## config.mk

```make
export PLATFORM = sky130hd
export DESIGN_NAME = misr_commit_feeder_flat
export DESIGN_NICKNAME = d
export VERILOG_FILES = /design/src/rtl/misr_commit_feeder_if.sv /design/src/rtl/misr_commit_feeder.sv /design/src/flat_wrapper.sv
export SDC_FILE = /design/constraint.sdc
export NUM_CORES = 2
export LEC_CHECK = 0
export CAP_MARGIN = 0
export CORE_MARGIN = 3
export CORE_UTILIZATION = 55
export DETAILED_ROUTE_END_ITERATION = 7
export PLACE_DENSITY_LB_ADDON = 0.1
export SKIP_CTS_REPAIR_TIMING = 1
export SYNTH_ARGS = -nofsm -noshare
export SYNTH_HDL_FRONTEND = slang
export SYNTH_SLANG_ARGS = --single-unit
```

## constraint.sdc

```tcl
create_clock -name clk_i -period 25.4 [get_ports clk_i]
set_clock_uncertainty 0.2 [all_clocks]
set_input_delay 5.08 -clock clk_i [delete_from_list [all_inputs] [get_ports clk_i]]
set_output_delay 5.08 -clock clk_i [all_outputs]
set_load 0.01 [all_outputs]
```

## src/rtl/misr_commit_feeder_if.sv

```systemverilog
// Commit-port and MISR-side bundle for misr_commit_feeder.
//   commit_valid        per-port commit strobe, bit 0 = port 0
//   commit_pc0/1        PC of the retired instruction on each port
//   commit_res0/1       writeback result on each port
//   data_misr           serialised word to the MISR data input
//   misr_valid          word valid, drives the MISR enable
// master = core/commit side, slave = feeder.
interface misr_commit_feeder_if #(
    parameter int NBIT_DATA = 64
) ();
    logic [1:0]           commit_valid;
    logic [NBIT_DATA-1:0] commit_pc0;
    logic [NBIT_DATA-1:0] commit_pc1;
    logic [NBIT_DATA-1:0] commit_res0;
    logic [NBIT_DATA-1:0] commit_res1;
    logic [NBIT_DATA-1:0] data_misr;
    logic                 misr_valid;

    modport master (
        output commit_valid, commit_pc0, commit_pc1, commit_res0, commit_res1,
        input  data_misr, misr_valid
    );

    modport slave (
        input  commit_valid, commit_pc0, commit_pc1, commit_res0, commit_res1,
        output data_misr, misr_valid
    );
endinterface

```

## src/rtl/misr_commit_feeder.sv

```systemverilog
// Captures instructions retired on two commit ports into a small FIFO and
// serialises each entry as two words (PC, then result) towards the MISR.
// Overflowing commits are dropped and reported by a sticky flag and a
// saturating counter.
// Ports:
//   clk_i, rst_ni   clock, asynchronous active-low reset
//   en_i            capture enable (no pushes while low)
//   clear_i         synchronous flush of FIFO, FSM and status
//   bus             commit inputs and MISR word/valid outputs
//   level_o         FIFO occupancy
//   overflow_o      sticky: a commit was dropped
//   drop_cnt_o      dropped commits, saturating
//
// state  | meaning
// S_IDLE | nothing in flight; start a PC word when the FIFO holds an entry
// S_PC   | PC word on the output; result word goes out next, head popped
// S_RES  | result word on the output; chain the next PC word if available
module misr_commit_feeder #(
    parameter int NBIT_DATA = 64,
    parameter int DEPTH     = 8,
    parameter int NBIT_CNT  = 16
) (
    input  logic                    clk_i,
    input  logic                    rst_ni,
    input  logic                    en_i,
    input  logic                    clear_i,
    misr_commit_feeder_if.slave     bus,
    output logic [$clog2(DEPTH):0]  level_o,
    output logic                    overflow_o,
    output logic [NBIT_CNT-1:0]     drop_cnt_o
);
    localparam int AW = $clog2(DEPTH);
    localparam int LW = AW + 1;

    typedef enum logic [1:0] {S_IDLE, S_PC, S_RES} state_t;

    state_t               state_q, state_nxt;
    logic [NBIT_DATA-1:0] mem_pc  [DEPTH];
    logic [NBIT_DATA-1:0] mem_res [DEPTH];
    logic [AW-1:0]        wr_ptr_q, rd_ptr_q;
    logic [LW-1:0]        level_q, free, n_push;
    logic [NBIT_DATA-1:0] data_q, data_nxt;
    logic                 valid_q, valid_nxt;
    logic                 overflow_q;
    logic [NBIT_CNT-1:0]  drop_cnt_q;
    logic [NBIT_CNT:0]    drop_sum;
    logic                 v0, v1, pop;
    logic [1:0]           n_valid, n_drop;

    // Free space uses the registered level only; a same-cycle pop does not help.
    always_comb begin
        v0      = en_i & bus.commit_valid[0];
        v1      = en_i & bus.commit_valid[1];
        n_valid = {1'b0, v0} + {1'b0, v1};
        free    = LW'(DEPTH) - level_q;
        n_push  = (LW'(n_valid) > free) ? free : LW'(n_valid);
        n_drop  = n_valid - n_push[1:0];
        pop     = (state_q == S_PC);
        drop_sum = {1'b0, drop_cnt_q} + {{(NBIT_CNT-1){1'b0}}, n_drop};
    end

    // Port 0 always takes the first free slot; port 1 alone also lands there.
    always_ff @(posedge clk_i) begin
        if (!clear_i && n_push != '0) begin
            mem_pc[wr_ptr_q]  <= v0 ? bus.commit_pc0  : bus.commit_pc1;
            mem_res[wr_ptr_q] <= v0 ? bus.commit_res0 : bus.commit_res1;
        end
        if (!clear_i && n_push == LW'(2)) begin
            mem_pc[wr_ptr_q + AW'(1)]  <= bus.commit_pc1;
            mem_res[wr_ptr_q + AW'(1)] <= bus.commit_res1;
        end
    end

    always_comb begin
        state_nxt = state_q;
        data_nxt  = data_q;
        valid_nxt = 1'b0;
        case (state_q)
            S_IDLE: begin
                if (level_q != '0) begin
                    state_nxt = S_PC;
                    data_nxt  = mem_pc[rd_ptr_q];
                    valid_nxt = 1'b1;
                end
            end
            S_PC: begin
                state_nxt = S_RES;
                data_nxt  = mem_res[rd_ptr_q];
                valid_nxt = 1'b1;
            end
            S_RES: begin
                // level_q already reflects the pop, rd_ptr_q points at the next head
                if (level_q != '0) begin
                    state_nxt = S_PC;
                    data_nxt  = mem_pc[rd_ptr_q];
                    valid_nxt = 1'b1;
                end else begin
                    state_nxt = S_IDLE;
                end
            end
            default: state_nxt = S_IDLE;
        endcase
    end

    always_ff @(posedge clk_i or negedge rst_ni) begin
        if (!rst_ni) begin
            state_q <= S_IDLE;
        end else if (clear_i) begin
            state_q <= S_IDLE;
        end else begin
            state_q <= state_nxt;
        end
    end

    always_ff @(posedge clk_i or negedge rst_ni) begin
        if (!rst_ni) begin
            wr_ptr_q   <= '0;
            rd_ptr_q   <= '0;
            level_q    <= '0;
            data_q     <= '0;
            valid_q    <= 1'b0;
            overflow_q <= 1'b0;
            drop_cnt_q <= '0;
        end else if (clear_i) begin
            wr_ptr_q   <= '0;
            rd_ptr_q   <= '0;
            level_q    <= '0;
            data_q     <= '0;
            valid_q    <= 1'b0;
            overflow_q <= 1'b0;
            drop_cnt_q <= '0;
        end else begin
            wr_ptr_q <= wr_ptr_q + AW'(n_push);
            rd_ptr_q <= rd_ptr_q + AW'(pop);
            level_q  <= level_q + n_push - LW'(pop);
            data_q   <= data_nxt;
            valid_q  <= valid_nxt;
            if (n_drop != 2'd0) begin
                overflow_q <= 1'b1;
                drop_cnt_q <= drop_sum[NBIT_CNT] ? '1 : drop_sum[NBIT_CNT-1:0];
            end
        end
    end

    assign bus.data_misr  = data_q;
    assign bus.misr_valid = valid_q;
    assign level_o        = level_q;
    assign overflow_o     = overflow_q;
    assign drop_cnt_o     = drop_cnt_q;
endmodule

```

## src/flat_wrapper.sv

```systemverilog
// flat-port wrapper written by rule: the top's interface ports become plain ports
module misr_commit_feeder_flat 
#(
    parameter int NBIT_DATA = 64,
    parameter int DEPTH     = 8,
    parameter int NBIT_CNT  = 16
)
  (clk_i, rst_ni, en_i, clear_i, level_o, overflow_o, drop_cnt_o, bus_commit_valid, bus_commit_pc0, bus_commit_pc1, bus_commit_res0, bus_commit_res1, bus_data_misr, bus_misr_valid);
  misr_commit_feeder_if #(.NBIT_DATA(NBIT_DATA)) bus_i ();
  input  logic clk_i;
  input  logic rst_ni;
  input  logic en_i;
  input  logic clear_i;
  output logic [$clog2(DEPTH):0] level_o;
  output logic overflow_o;
  output logic [NBIT_CNT-1:0] drop_cnt_o;
  input wire logic [$bits(bus_i.commit_valid)-1:0] bus_commit_valid;
  input wire logic [$bits(bus_i.commit_pc0)-1:0] bus_commit_pc0;
  input wire logic [$bits(bus_i.commit_pc1)-1:0] bus_commit_pc1;
  input wire logic [$bits(bus_i.commit_res0)-1:0] bus_commit_res0;
  input wire logic [$bits(bus_i.commit_res1)-1:0] bus_commit_res1;
  output wire logic [$bits(bus_i.data_misr)-1:0] bus_data_misr;
  output wire logic [$bits(bus_i.misr_valid)-1:0] bus_misr_valid;
  assign bus_i.commit_valid = bus_commit_valid;
  assign bus_i.commit_pc0 = bus_commit_pc0;
  assign bus_i.commit_pc1 = bus_commit_pc1;
  assign bus_i.commit_res0 = bus_commit_res0;
  assign bus_i.commit_res1 = bus_commit_res1;
  assign bus_data_misr = bus_i.data_misr;
  assign bus_misr_valid = bus_i.misr_valid;
  misr_commit_feeder #(.NBIT_DATA(NBIT_DATA), .DEPTH(DEPTH), .NBIT_CNT(NBIT_CNT)) u_core (.clk_i(clk_i), .rst_ni(rst_ni), .en_i(en_i), .clear_i(clear_i), .bus(bus_i), .level_o(level_o), .overflow_o(overflow_o), .drop_cnt_o(drop_cnt_o));
endmodule
```

* Word level (Yosys, flattened, before mapping)
Memories as Yosys holds them, arrays and structs flattened.
Index checks and enable logic that the tools add are counted.
** Storage, ports and cells
- Register bits after elaboration :: 94
- RAM bits :: 1024
- Output and inout bits :: 86
- Logic and storage cells :: 63
- Memories :: 2
** Operators by class
- Add/subtract/negate cells :: 9
- $lt $le $gt $ge :: 1
- Equality and inequality tests :: 5
- Mux-type cells :: 25
- Bitwise operators :: 2
- Reductions and logical operators :: 11
** Memories
- u_core.mem_pc :: depth 8, bits a word 64, read ports 1, clocked after memory_dff 0, wr ports 2, RTL line misr_commit_feeder.sv:38 : logic [NBIT_DATA-1:0] mem_pc [DEPTH];
- u_core.mem_res :: depth 8, bits a word 64, read ports 1, clocked after memory_dff 0, wr ports 2, RTL line misr_commit_feeder.sv:39 : logic [NBIT_DATA-1:0] mem_res [DEPTH];
** Operators with widths (number)
- 2-to-1 mux 64 bit :: 4
- case mux 64 bit (2 select lines) :: 1
- 2-to-1 mux 16 bit :: 3
- adder 16 x 2 -> 17 bit :: 1
- 2-to-1 mux 1 bit :: 9
- 2-to-1 mux 4 bit :: 2
- nonzero test 4 bit :: 2
- 2-to-1 mux 3 bit :: 2
- case mux 2 bit (3 select lines) :: 1
- adder 4 bit :: 1
- equality test 4 x 2 -> 1 bit, second input constant :: 1
- > comparator 2 x 4 -> 1 bit :: 1
- 2-to-1 mux 2 bit :: 2
- nonzero test 2 bit :: 2
- subtractor 4 x 1 -> 4 bit :: 1
- subtractor 4 bit, first input constant :: 1
- adder 3 x 1 -> 3 bit :: 1
- adder 3 x 1 -> 3 bit, second input constant :: 1
- adder 3 bit :: 1
- inequality test 3 x 1 -> 1 bit, second input constant :: 1
- inequality test 3 x 2 -> 1 bit, second input constant :: 1
- nonzero test 3 bit :: 1
- adder 1 x 1 -> 2 bit :: 1
- AND 1 bit :: 2
- 9 further kinds :: 10

* Logic depth before layout (Yosys ltp)
- Depth after elaboration :: 9
- Gate-level depth with buffers :: 22
- Mapped depth without buffers :: 20

* Worst setup path after synthesis
No wires, ideal clock.
- Path kind :: input -> register
- Start :: input bus_commit_valid[0]
- End :: memory u_core.mem_pc[1][0], enable pin
- Arrival :: 16.462 ns
- Slack :: 7.947 ns
- Stages on the path :: 12
- Buffers on the path :: 2
- Cells stage by stage :: and2_1 -> clkbuf_1 -> clkbuf_1 -> ha_1 -> inv_1 -> ha_1 -> nand2_1 -> o21ai_0 -> nor3_1 -> mux2i_1 -> nand3_1 -> o21ai_0
** RTL lines
- start, declared :: RTL line flat_wrapper.sv:17 : input wire logic [$bits(bus_i.commit_valid)-1:0] bus_commit_valid;
- end, declared :: RTL line misr_commit_feeder.sv:38

==> out/results.txt <==
Status: completed
Worst vdd ir: 0.0801 mV
CP max stage cell: buf_4
Worst Setup End Kind: flop
Number of global-route vias before repair: 35600
Top cells by area, synth: edfxtp_1, mux4_2, o2bb2ai_1
Synthesized flop and latch total: 1118
CTS H-Tree Depth: 3
Initial antenna violation count: 28
Worst-path maximum fanout: 57
First-pass iteration count of the detailed router: 5
Worst Path Required: 25.50 ns
Global-route wire length before repair: 236000 um
Initial core utilization: 0.560
Post-synth cell types: 57
Setup TNS: 0 ns
Area growth syn-to-layout: 15.1%
Inserted Clock Buffers: 119
HPWL after DPL: 83400 um
Max Transition Viols Final: 0
Clk slew on worst S/H paths: 0.06 ns
Worst slew margin: 0.153
YS warnings: 0
Die W: 321 um
Multi-input combinational cell area: 20100 um^2
Share of the synthesized area in the top cell type: 0.563
Core box area: 97600 um^2
Largest net degree at the start of global routing: 145
Worst-skew pair later-pin latency: 0.70 ns
Die area: 103000 um^2
Layout cells sized above 1: 0.229
Clock sink total: 1118
Commonest non-fill, non-tap cell in the layout: edfxtp_1
Die Y: 321 um
Commonest register cell after synthesis: edfxtp_1
Tmin final: 11.18 ns
Crit path DAT: 11.29 ns
Worst hold path class: flop to flop
Cell Chain, Critical Path: clkdlybuf4s50_1, and2_4, ha_1, inv_1, ha_1, nand2_1, o21ai_0, nor3_1, mux2i_1, nand3b_1, o22ai_4, buf_4, buf_4
Row count: 114
Gr ovfl total: 0
Total GRT Usage: 0.310
Startpoint types: primary input
Routed WL: 159000 um
F_max: 0.0894 GHz
TritonCTS clock tree: done
Crit path kind: primary input to flop
Vias: 33700
Pwr/cell area: 87.1 nW/um^2
Total I/O pin count: 348
Final Hold Viols: 0
Synth Instances: 3148
Core Util, Final: 0.645
Synthesized Nets: 3430
Placer Congestion: 0.835
Port Buffer Count: 347
Antenna-violating nets left: 0
Biggest area consumer among synthesized cells: edfxtp_1
Filler cell count: 6840
Max cap viols: 0
Clock buffer depth: 3
Root buffer cell: clkbuf_16
Pleak: 20.2 nW
Post-synth EDFFs: 1024
Crit share post-route: 0.440
Syn Area/Cell: 17.4 um^2
Seq. cell area: 33100 um^2
Final setup fails: 0
Nets@finish: 3676
Cell area after synthesis: 54600 um^2
Commonest non-fill, non-tap cells in the layout: edfxtp_1, o2bb2ai_1, clkdlybuf4s50_1
Least-Margin Pin Slew: 1.27 ns
Number of vias per cell: 7.03
RSZ-0062 raised after global routing: no
Sequential share of the synthesized area: 0.606
# DRC: 0
WL/cell: 33.1 um
1st-iter DRT viols: 3670
Async SR Flop Fraction: 0.0841
Critical Path Max Stage Delay: 1.00 ns
cells by family (layout without fill, tap and decap cells):
| family | after synthesis | in the layout | share of synthesized area |
|---|---|---|---|
| DFF | 1118 | 1118 | 0.606 |
| muxes | 835 | 835 | 0.238 |
| AOI/OAI and AO/OA | 638 | 638 | 0.100 |
| buffers and inverters | 296 | 649 | 0.0301 |
| and+or+nand+nor | 228 | 228 | 0.0186 |
| adders and majority gates | 20 | 20 | 0.00499 |
| xor gates and xnor gates | 12 | 12 | 0.00192 |
| other | 1 | 22 | 0.0000687 |
area by class of cell:
class	count	share of cell area
clock buffer	165	0.0538
timing repair buffer	405	0.0633
multi-input combinational	1734	0.320
antenna	21	0.000836
sequential	1118	0.527
tap	1276	0.0254
clock inverter	63	0.00961
inverter	16	0.000975
critical path: cells and delay by family:
| family | cells | cell delay [ns] |
|---|---|---|
| adder cells (fa/ha/maj) | 2 | 0.62 |
| AO/OA/AOI/OAI | 2 | 1.04 |
| multiplexers | 1 | 0.51 |
| buffers and inverters | 4 | 2.44 |
| AND/OR/NAND/NOR | 4 | 1.43 |
cell usage after synthesis, types with 5 or more instances:
cell type,count
a21oi_1,17
a22o_1,64
and3_1,5
buf_1,8
buf_2,116
buf_4,40
buf_6,18
buf_8,9
clkbuf_1,89
dfrtp_1,94
edfxtp_1,1024
ha_1,17
inv_1,16
mux2_1,308
mux2_2,204
mux4_2,320
nand2_1,147
nand3_1,14
nor2_1,26
nor2b_1,10
o21ai_0,7
o22a_1,12
o2bb2ai_1,512
xnor2_1,7
xor2_1,5
power by group:
part / internal [W] / switching, W / leakage (nW)
Sequential: 0.00222 / 0.000103 / 10.5
Combinational: 0.000673 / 0.000707 / 7.70
Clock: 0.00104 / 0.000732 / 1.96
sequential cells by signal, indices dropped and copies added (netlist names):
name / cells
u_core.level_o: 4
u_core.drop_cnt_o: 16
u_core.bus.data_misr: 64
u_core.bus.misr_valid: 1
u_core.mem_res: 512
u_core.rd_ptr_q: 3
u_core.mem_pc: 512
u_core.overflow_o: 1
u_core.wr_ptr_q: 3
u_core.state_q: 2
per-stage QoR:
stage / total power, W / setup slack [ns] / instance area, um^2 / instances / hold WS (ns)
floorplan: 0.00330 / 7.95 / 54600 / 3148 / 0.261
global placement: 0.00372 / 13.60 / 58900 / 4549 / 0.287
detailed placement: 0.00375 / 13.52 / 58900 / 4549 / 0.290
CTS: 0.00551 / 14.24 / 62800 / 4777 / 0.308
global route: 0.00567 / 13.91 / 62900 / 4791 / 0.319
finish: 0.00548 / 14.22 / 62900 / 4798 / 0.304
worst paths after layout:
kind / end / startpoint / slack, ns / depth (start not counted)
worst max-delay path: u_core.mem_res[2][33] / en_i / 14.22 / 13
worst min-delay path: u_core.bus.data_misr[60] / u_core.bus.data_misr[60] / 0.30 / 1
worst max register to register: u_core.mem_res[2][33] / u_core.level_o[0] / 18.90 / 12
worst min register to register: u_core.bus.data_misr[60] / u_core.bus.data_misr[60] / 0.30 / 1
max in group asynchronous: u_core.state_q[0] / rst_ni / 19.18 / 2
min in group asynchronous: u_core.bus.data_misr[56] / rst_ni / 4.26 / 1
layer usage:
metal,routed length (um),part of all wire,track usage
met4,4290,0.027,0.111
met2,78300,0.49,0.507
met1,61600,0.39,0.417
met3,14700,0.092,0.0613
met5,108,0.00068,0
Note: power is estimated with default switching activity, not from simulation.
